==> src/rtl/rc_tdc_pkg.sv <==
// Shared types and defaults for the RC time-to-digital measurement blocks.
package rc_tdc_pkg;

  typedef enum logic [2:0] {
    IDLE,
    PRE_DIS,
    CHARGE,
    DISCHARGE,
    REPORT
  } rc_state_e;

  localparam int CNT_W_DEF    = 24;
  localparam int LOG2_AVG_DEF = 2;

endpackage

==> src/rtl/rc_input_sync.sv <==
// Multi-flop synchronizer for asynchronous pin inputs; clears to 0 on reset.
module rc_input_sync #(
  parameter int SYNC_STAGES = 2
) (
  input  logic clk,
  input  logic rst_n,
  input  logic din,
  output logic dout
);

  logic [SYNC_STAGES-1:0] chain;

  always_ff @(posedge clk or negedge rst_n) begin
    if (!rst_n) chain <= '0;
    else        chain <= {chain[SYNC_STAGES-2:0], din};
  end

  assign dout = chain[SYNC_STAGES-1];

endmodule

==> src/rtl/rc_measure_sequencer.sv <==
// RC charge/discharge sequencer: times charges to the comparator trip point,
// averages 2^LOG2_AVG samples and hands the result downstream via valid/ready.
//
// state     | meaning
// ----------+---------------------------------------------------------------
// IDLE      | waiting for start, excitation off
// PRE_DIS   | initial discharge before the first charge of a measurement
// CHARGE    | step_set high, counting cycles until the comparator trips
// DISCHARGE | step_set low between samples, minimum DISCHARGE_CYCLES
// REPORT    | averaged result held with result_valid until accepted
module rc_measure_sequencer
  import rc_tdc_pkg::*;
#(
  parameter int               CNT_W            = CNT_W_DEF,
  parameter int               LOG2_AVG         = LOG2_AVG_DEF,
  parameter int               DISCHARGE_CYCLES = 1000,
  parameter logic [CNT_W-1:0] TIMEOUT          = {CNT_W{1'b1}},
  parameter int               SYNC_STAGES      = 2
) (
  input  logic             clk,
  input  logic             rst_n,
  input  logic             start,
  input  logic             continuous,
  input  logic             step_input,
  output logic             step_set,
  output logic             busy,
  output logic [CNT_W-1:0] result,
  output logic             result_valid,
  input  logic             result_ready,
  output logic             timeout_err
);

  localparam int               ACC_W    = CNT_W + LOG2_AVG;
  localparam int               IDX_W    = LOG2_AVG + 1;
  localparam logic [IDX_W-1:0] LAST_IDX = IDX_W'((1 << LOG2_AVG) - 1);
  localparam logic [CNT_W-1:0] DIS_LAST = CNT_W'(DISCHARGE_CYCLES - 1);

  rc_state_e        state_q, state_d;
  logic [CNT_W-1:0] cnt_q, cnt_d;
  logic [ACC_W-1:0] acc_q, acc_d, acc_sum;
  logic [IDX_W-1:0] idx_q, idx_d;
  logic [CNT_W-1:0] result_q, result_d;
  logic             valid_q, valid_d;
  logic             terr_q, terr_d;
  logic             step_q, step_d;
  logic             sin;

  rc_input_sync #(.SYNC_STAGES(SYNC_STAGES)) u_sync (
    .clk  (clk),
    .rst_n(rst_n),
    .din  (step_input),
    .dout (sin)
  );

  assign acc_sum = acc_q + ACC_W'(cnt_q);

  always_comb begin
    state_d  = state_q;
    cnt_d    = cnt_q + 1'b1;
    acc_d    = acc_q;
    idx_d    = idx_q;
    result_d = result_q;
    valid_d  = valid_q;
    terr_d   = terr_q;
    case (state_q)
      IDLE: begin
        cnt_d = '0;
        if (start) begin
          state_d = PRE_DIS;
          terr_d  = 1'b0;
          acc_d   = '0;
          idx_d   = '0;
        end
      end
      PRE_DIS, DISCHARGE: begin
        if (cnt_q >= DIS_LAST && !sin) begin
          state_d = CHARGE;
          cnt_d   = '0;
        end else if (cnt_q == TIMEOUT) begin
          state_d = IDLE;
          terr_d  = 1'b1;
          cnt_d   = '0;
        end
      end
      CHARGE: begin
        if (sin) begin
          acc_d = acc_sum;
          idx_d = idx_q + 1'b1;
          cnt_d = '0;
          if (idx_q == LAST_IDX) begin
            state_d  = REPORT;
            result_d = acc_sum[ACC_W-1:LOG2_AVG];
            valid_d  = 1'b1;
          end else begin
            state_d = DISCHARGE;
          end
        end else if (cnt_q == TIMEOUT) begin
          state_d = IDLE;
          terr_d  = 1'b1;
          cnt_d   = '0;
        end
      end
      REPORT: begin
        cnt_d = '0;
        if (result_ready) begin
          valid_d = 1'b0;
          if (continuous) begin
            state_d = PRE_DIS;
            acc_d   = '0;
            idx_d   = '0;
          end else begin
            state_d = IDLE;
          end
        end
      end
      default: begin
        state_d = IDLE;
        cnt_d   = '0;
      end
    endcase
    // Registered so the pin is glitch-free and still drops asynchronously on reset.
    step_d = (state_d == CHARGE);
  end

  always_ff @(posedge clk or negedge rst_n) begin
    if (!rst_n) begin
      state_q  <= IDLE;
      cnt_q    <= '0;
      acc_q    <= '0;
      idx_q    <= '0;
      result_q <= '0;
      valid_q  <= 1'b0;
      terr_q   <= 1'b0;
      step_q   <= 1'b0;
    end else begin
      state_q  <= state_d;
      cnt_q    <= cnt_d;
      acc_q    <= acc_d;
      idx_q    <= idx_d;
      result_q <= result_d;
      valid_q  <= valid_d;
      terr_q   <= terr_d;
      step_q   <= step_d;
    end
  end

  assign step_set     = step_q;
  assign busy         = (state_q != IDLE);
  assign result       = result_q;
  assign result_valid = valid_q;
  assign timeout_err  = terr_q;

endmodule

==> config.mk <==
export PLATFORM = sky130hd
export DESIGN_NAME = rc_measure_sequencer
export DESIGN_NICKNAME = d
export VERILOG_FILES = /design/src/rtl/rc_tdc_pkg.sv /design/src/rtl/rc_input_sync.sv /design/src/rtl/rc_measure_sequencer.sv
export SDC_FILE = /design/constraint.sdc
export NUM_CORES = 1
export LEC_CHECK = 0
export CAP_MARGIN = 30
export CORE_MARGIN = 10
export CORE_UTILIZATION = 55
export CTS_CLUSTER_SIZE = 20
export DETAILED_ROUTE_END_ITERATION = 16
export PLACE_DENSITY_LB_ADDON = 0.2
export SLEW_MARGIN = 20
export SYNTH_ARGS = -nofsm -noshare
export SYNTH_HDL_FRONTEND = slang
export SYNTH_HIERARCHICAL = 1
export SYNTH_SLANG_ARGS = --single-unit
==> constraint.sdc <==
create_clock -name clk -period 5.7 [get_ports clk]
set_input_delay 1.14 -clock clk [delete_from_list [all_inputs] [get_ports clk]]
set_output_delay 1.14 -clock clk [all_outputs]
set_load 0.02 [all_outputs]
# ---- Word-level counts from Yosys, hierarchy flattened
# Index checks and enable logic that the tools add are counted.
dict set report classes {
  addsub 3
  magnitude_cmp 1
  n_eq_ne 14
  mux 31
  n_reduce_logical 12
}
# op n
set ops {}
lappend ops {{$mux W26} 4}
lappend ops {{$pmux W26 S3} 1}
lappend ops {{$mux W24} 3}
lappend ops {{$pmux W24 S2} 1}
lappend ops {{$mux W3} 10}
lappend ops {{$add A26 B24 Y26} 1}
lappend ops {{$add A24 B1 Y24 const B} 1}
lappend ops {{$eq A24 B24 Y1 const B} 1}
lappend ops {{$ge A24 B10 Y1 const B} 1}
lappend ops {{$eq A3 B2 Y1 const B} 4}
lappend ops {{$ne A2 B2 Y1 const B} 6}
lappend ops {{$pmux W3 S4} 1}
lappend ops {{$pmux W3 S3} 1}
lappend ops {{$reduce_bool A3 Y1} 3}
lappend ops {{$mux W1} 8}
lappend ops {{$reduce_and A4 Y1} 2}
lappend ops {{$reduce_and A5 Y1} 1}
lappend ops {{$add A3 B1 Y3 const B} 1}
lappend ops {{$eq A3 B1 Y1 const B} 1}
lappend ops {{$eq A3 B3 Y1 const B} 1}
lappend ops {{$logic_not A3 Y1} 1}
lappend ops {{$pmux W1 S3} 1}
lappend ops {{$reduce_and A3 Y1} 1}
lappend ops {{$ne A2 B1 Y1 const B} 1}
lappend ops {{5 further kinds} 5}
dict set report word_totals {
  regBits 85
  in_bits 6
  out_inout_bits 28
  elab_cells 70
}

# ---- Logic depth before layout (Yosys ltp)
dict set report logic_depth {
  word_depth 5
  depth_mapped 9
  mapped_depth_nobuf 8
}

# ---- Cells and area by module
# The synthesis kept the hierarchy.
# mod n_inst cells_each area_each_um2 seq_area_each_um2
set modules_own_cells {}
lappend modules_own_cells {rc_measure_sequencer 1 558 5036.1 2077.0}
lappend modules_own_cells {rc_input_sync 1 2 50.0 50.0}

# ---- Worst setup path after synthesis
# Ideal clock, no wire load.
dict set report synth_timing {
  path_kind {input-to-reg}
  from {input start}
  to {register acc_q[20]}
  setup_ns 0.095
  t_arrival_ns 2.302
  required_time_ns 5.605
  slack_ns 3.302
  cell_stages 7
  path_buffers 2
  cell_sequence {nor2b_1 -> a211o_1 -> nand3b_1 -> clkbuf_1 -> buf_1 -> nand2_1 -> o31ai_1}
}
dict set report synth_between {
  elab_chain_len 2
}
# item line
set synth_rtl {}
lappend synth_rtl {{from (decl)} rc_measure_sequencer.sv:22} ;# input logic start,
lappend synth_rtl {{$ne A2 B2 Y1 (no source line)} n/a}
lappend synth_rtl {{$reduce_and A5 Y1 (no source line)} n/a}
lappend synth_rtl {{to (signal assigned)} rc_measure_sequencer.sv:129} ;# acc_q <= '0;
lappend synth_rtl {{to (signal assigned)} rc_measure_sequencer.sv:138} ;# acc_q <= acc_d;
lappend synth_rtl {{to (decl)} rc_measure_sequencer.sv:40} ;# logic [ACC_W-1:0] acc_q, acc_d, acc_sum;
# Every way passes these cells.
# A chain may end at the register's enable or synchronous reset.

# ---- Worst setup path in the final report
dict set report layout_timing {
  from {register state_q[2]}
  to {output busy}
}
dict set report layout_between {
  elab_chain_len 1
}
# item line
set layout_rtl {}
lappend layout_rtl {{from (decl)} rc_measure_sequencer.sv:38} ;# rc_state_e state_q, state_d;
lappend layout_rtl {{from (signal assigned)} rc_measure_sequencer.sv:136} ;# state_q <= state_d;
lappend layout_rtl {{$reduce_bool A3 Y1} rc_measure_sequencer.sv:148} ;# assign busy = (state_q != IDLE);
lappend layout_rtl {{to (decl)} rc_measure_sequencer.sv:26} ;# output logic busy,
# Every way passes these cells.

==> impl_metrics.csv <==
group,metric,value,unit
timing,finalCriticalPeriod,2.947,ns
grt,grt_usage,19.93,%
grt,grt_pass1_vias,4290,
setup_path,cp.required,4.56,ns
timing,hold_viol,0,
clock_network,cts_setup_buffers,0,
placed_design,routabilityCongestion,0.8933,
layout,num-nets-final,618,
setup_path,crit_arrival,1.81,ns
setup_path,critPathLaunchType,"register",
yosys,ys_async_sr_fraction,100.0,%
yosys,yosysWarnings,6,
clock_network,cts_made_buffers,9,
grt,grt_overflow,0,
layout,final_cells,700,
timing,rsz0062_at_grt,"false",
job,max_cap_viol_count,0,
drt,wirelength,12.60,mm
yosys,synth_top_cell_area_share,41.82,%
layout,n_antenna_cell,0,
clock_network,clk_pin_slew_worst_paths,0.09,ns
yosys,syn_inst,560,
yosys,synth.distinct_cells,60,
drt,dr.pass1.iters,4,
pwr,vdd_drop_max,0.1506,mV
clock_network,cts-htree-levels,3,
layout,mostFrequentLayoutCells,"85 x dfrtp_1, 80 x nand2_1, 52 x nor2_1",
yosys,synth_area,5086,um^2
yosys,ys_ff_latch,85,
setup_path,path_class,"register to primary output",
pwr,power.leakage,2.597,nW
floorplan,initial_core_util,55.84,%
timing,fmax,339.4,MHz
clock_network,cts_hold_buffers,0,
pwr,p_per_area,228.3,nW/um^2
status,outcome,"finished clean",
timing,tightest_slew,0.7880,ns
layout,multi_input_area,2829,um^2
floorplan,core,9109,um^2
floorplan,rows,35,
grt,grt_max_degree,50,
yosys,synthesis.nets,594,
yosys,synth-edff-count,0,
floorplan,die_h,116.2,um
worst_hold_path,hp-class,"register to register",
clock_network,cts_sinks,85,
layout,final_common_cell,"dfrtp_1",
drt,first_iter_violations,220,
clock_network,cts_resized,0,
drt,ant_nets,0,
drt,vias,4320,
timing,drv_slew,0,
layout,drive_above_1_share,6.112,%
clock_network,tritoncts,"done",
placed_design,numPlacedInstances,684,
timing,fin_skew,0.008989,ns
clock_network,max-clock-path-buffers,2,
timing,fin_crit_sh,51.69,%
grt,antenna_found_initial,0,
yosys,synth-main-ff-cell,"dfrtp_1",
timing,relSlewSlack,47.47,%
timing,whs,0.3600,ns
yosys,yosysTopAreaCell,"dfrtp_1",
drt,vias_per_cell,6.171,
floorplan,dieArea,13490,um^2
timing,setup_viol,0,
layout,area_growth,12.47,%
floorplan,ios,34,
setup_path,critPathMaxFanout,12,
timing,tns,0,ns
yosys,postSynthAreaPerCell,9.082,um^2
drt,routedWlPerCell,17.99,um
drt,route.detailed.drc,0,
yosys,synth_area_leaders,"dfrtp_1 42%, ha_1 6.6%, nand2_1 5.9%",
setup_path,end_kind,"primary output",
layout,fillers,824,
placed_design,portBuffers,33,
floorplan,die_w,116.2,um
layout,seq_area,2127,um^2
clock_network,cts_root_buffer,"clkbuf_8",
placed_design,dp.final_hpwl,9.166,mm
clock_network,worstSkewPairLatency,0.37,ns
yosys,seq_area_frac_synth,41.82,%
grt,grt_pass1_wl,21.46,mm
[final cells by class]
cell class,instances,area share (%)
Clock buffer,10,2.406
Clock inverter,6,1.619
Inverter,8,0.5249
Multi-Input combinational cell,442,49.45
Sequential cell,85,37.18
Tap cell,111,2.428
Timing Repair Buffer,38,6.387
[path summary, 6_finish.rpt]
kind | cells past startpoint | to | slack (ns) | startpoint
setup / recovery | 3 | busy | 2.75 | state_q[2]$_DFF_PN0_
hold / removal | 0 | u_sync/chain[1]$_DFF_PN0_ | 0.36 | u_sync/chain[0]$_DFF_PN0_
setup reg to reg | 6 | cnt_q[20]$_DFF_PN0_ | 2.95 | cnt_q[1]$_DFF_PN0_
hold reg to reg | 0 | u_sync/chain[1]$_DFF_PN0_ | 0.36 | u_sync/chain[0]$_DFF_PN0_
max in group asynchronous | 2 | acc_q[6]$_DFFE_PN0P_ | 3.97 | rst_n
min in group asynchronous | 1 | timeout_err$_DFFE_PN0P_ | 0.72 | rst_n
[flip-flops by register name, summed over array words and instances, names as in the netlist]
name          cells
acc_q            26
cnt_q            24
result           24
idx_q             3
state_q           3
u_sync/chain      2
result_valid      1
step_set          1
timeout_err       1
[metal layers]
| layer | up-vias | global-route usage, % | routed length [um] |
|---|---|---|---|
| met1 | 2115 | 24.76 | 5638 |
| met3 | 25 | 4.212 | 527 |
| met4 | 0 | 8.507 | 403 |
| met2 | 83 | 32.88 | 6026 |
| met5 | - | 0 | 0 |
| li1 | 2097 | - | - |
[Yosys cell counts (3+ instances only)]
cell        n
a211o_1     4
a211oi_1    3
a21boi_0    4
a21o_1      3
a21oi_1    27
a221oi_1    3
a22o_1     12
a31o_2      4
a31oi_1     4
a32o_1      4
and2_1      5
and3_1      7
and4_1     10
buf_2       5
clkbuf_1   17
dfrtp_1    85
ha_1       27
inv_1       8
mux2_2      3
nand2_1    80
nand3_1    25
nand4_1    10
nor2_1     52
nor2b_1     4
nor3_1      8
nor4_1      3
o2111ai_1   3
o211ai_1    7
o21a_1      9
o21ai_0    35
o21bai_1    5
o31a_1      3
o31ai_1     5
or3_1      12
xnor2_1    15
xor2_1     17
[worst max-delay path, stage by stage, from the launching register on]
cell,delay (ns)
dfrtp_1,0.60
nor2_1,0.14
nand2_1,0.09
clkdlybuf4s50_1,0.60
[metrics by stage]
| stage | power (mW) | worst slack [ns] | util [%] | instance area [um^2] |
|---|---|---|---|---|
| 2_1_floorplan | 0.7717 | 3.302 | - | 5086 |
| 3_3_place_gp | 0.8115 | 2.979 | 60.27 | 5490 |
| 3_5_place_dp | 0.8199 | 2.912 | 60.27 | 5490 |
| 4_1_cts | 1.315 | 2.743 | 62.80 | 5720 |
| 5_1_grt | 1.367 | 2.658 | 62.80 | 5720 |
| 6_report | 1.306 | 2.753 | 62.80 | 5720 |
[kinds of logic after synthesis]
kind of cell               share of synthesized area, %
and+or+nand+nor                                   22.21
muxes                                             1.058
AOI/OAI and AO/OA                                 19.51
DFF                                               41.82
adders and majority gates                         7.036
buffers and inverters                             2.853
xor gates and xnor gates                          5.510
[where the power goes]
part	total [mW]	internal [mW]	switching, mW
clock	0.497	0.262	0.235
combinational	0.148	0.0613	0.0867
sequential	0.661	0.627	0.0340
total	1.31	0.951	0.355
No activity file was read; power rests on OpenSTA's default activity.
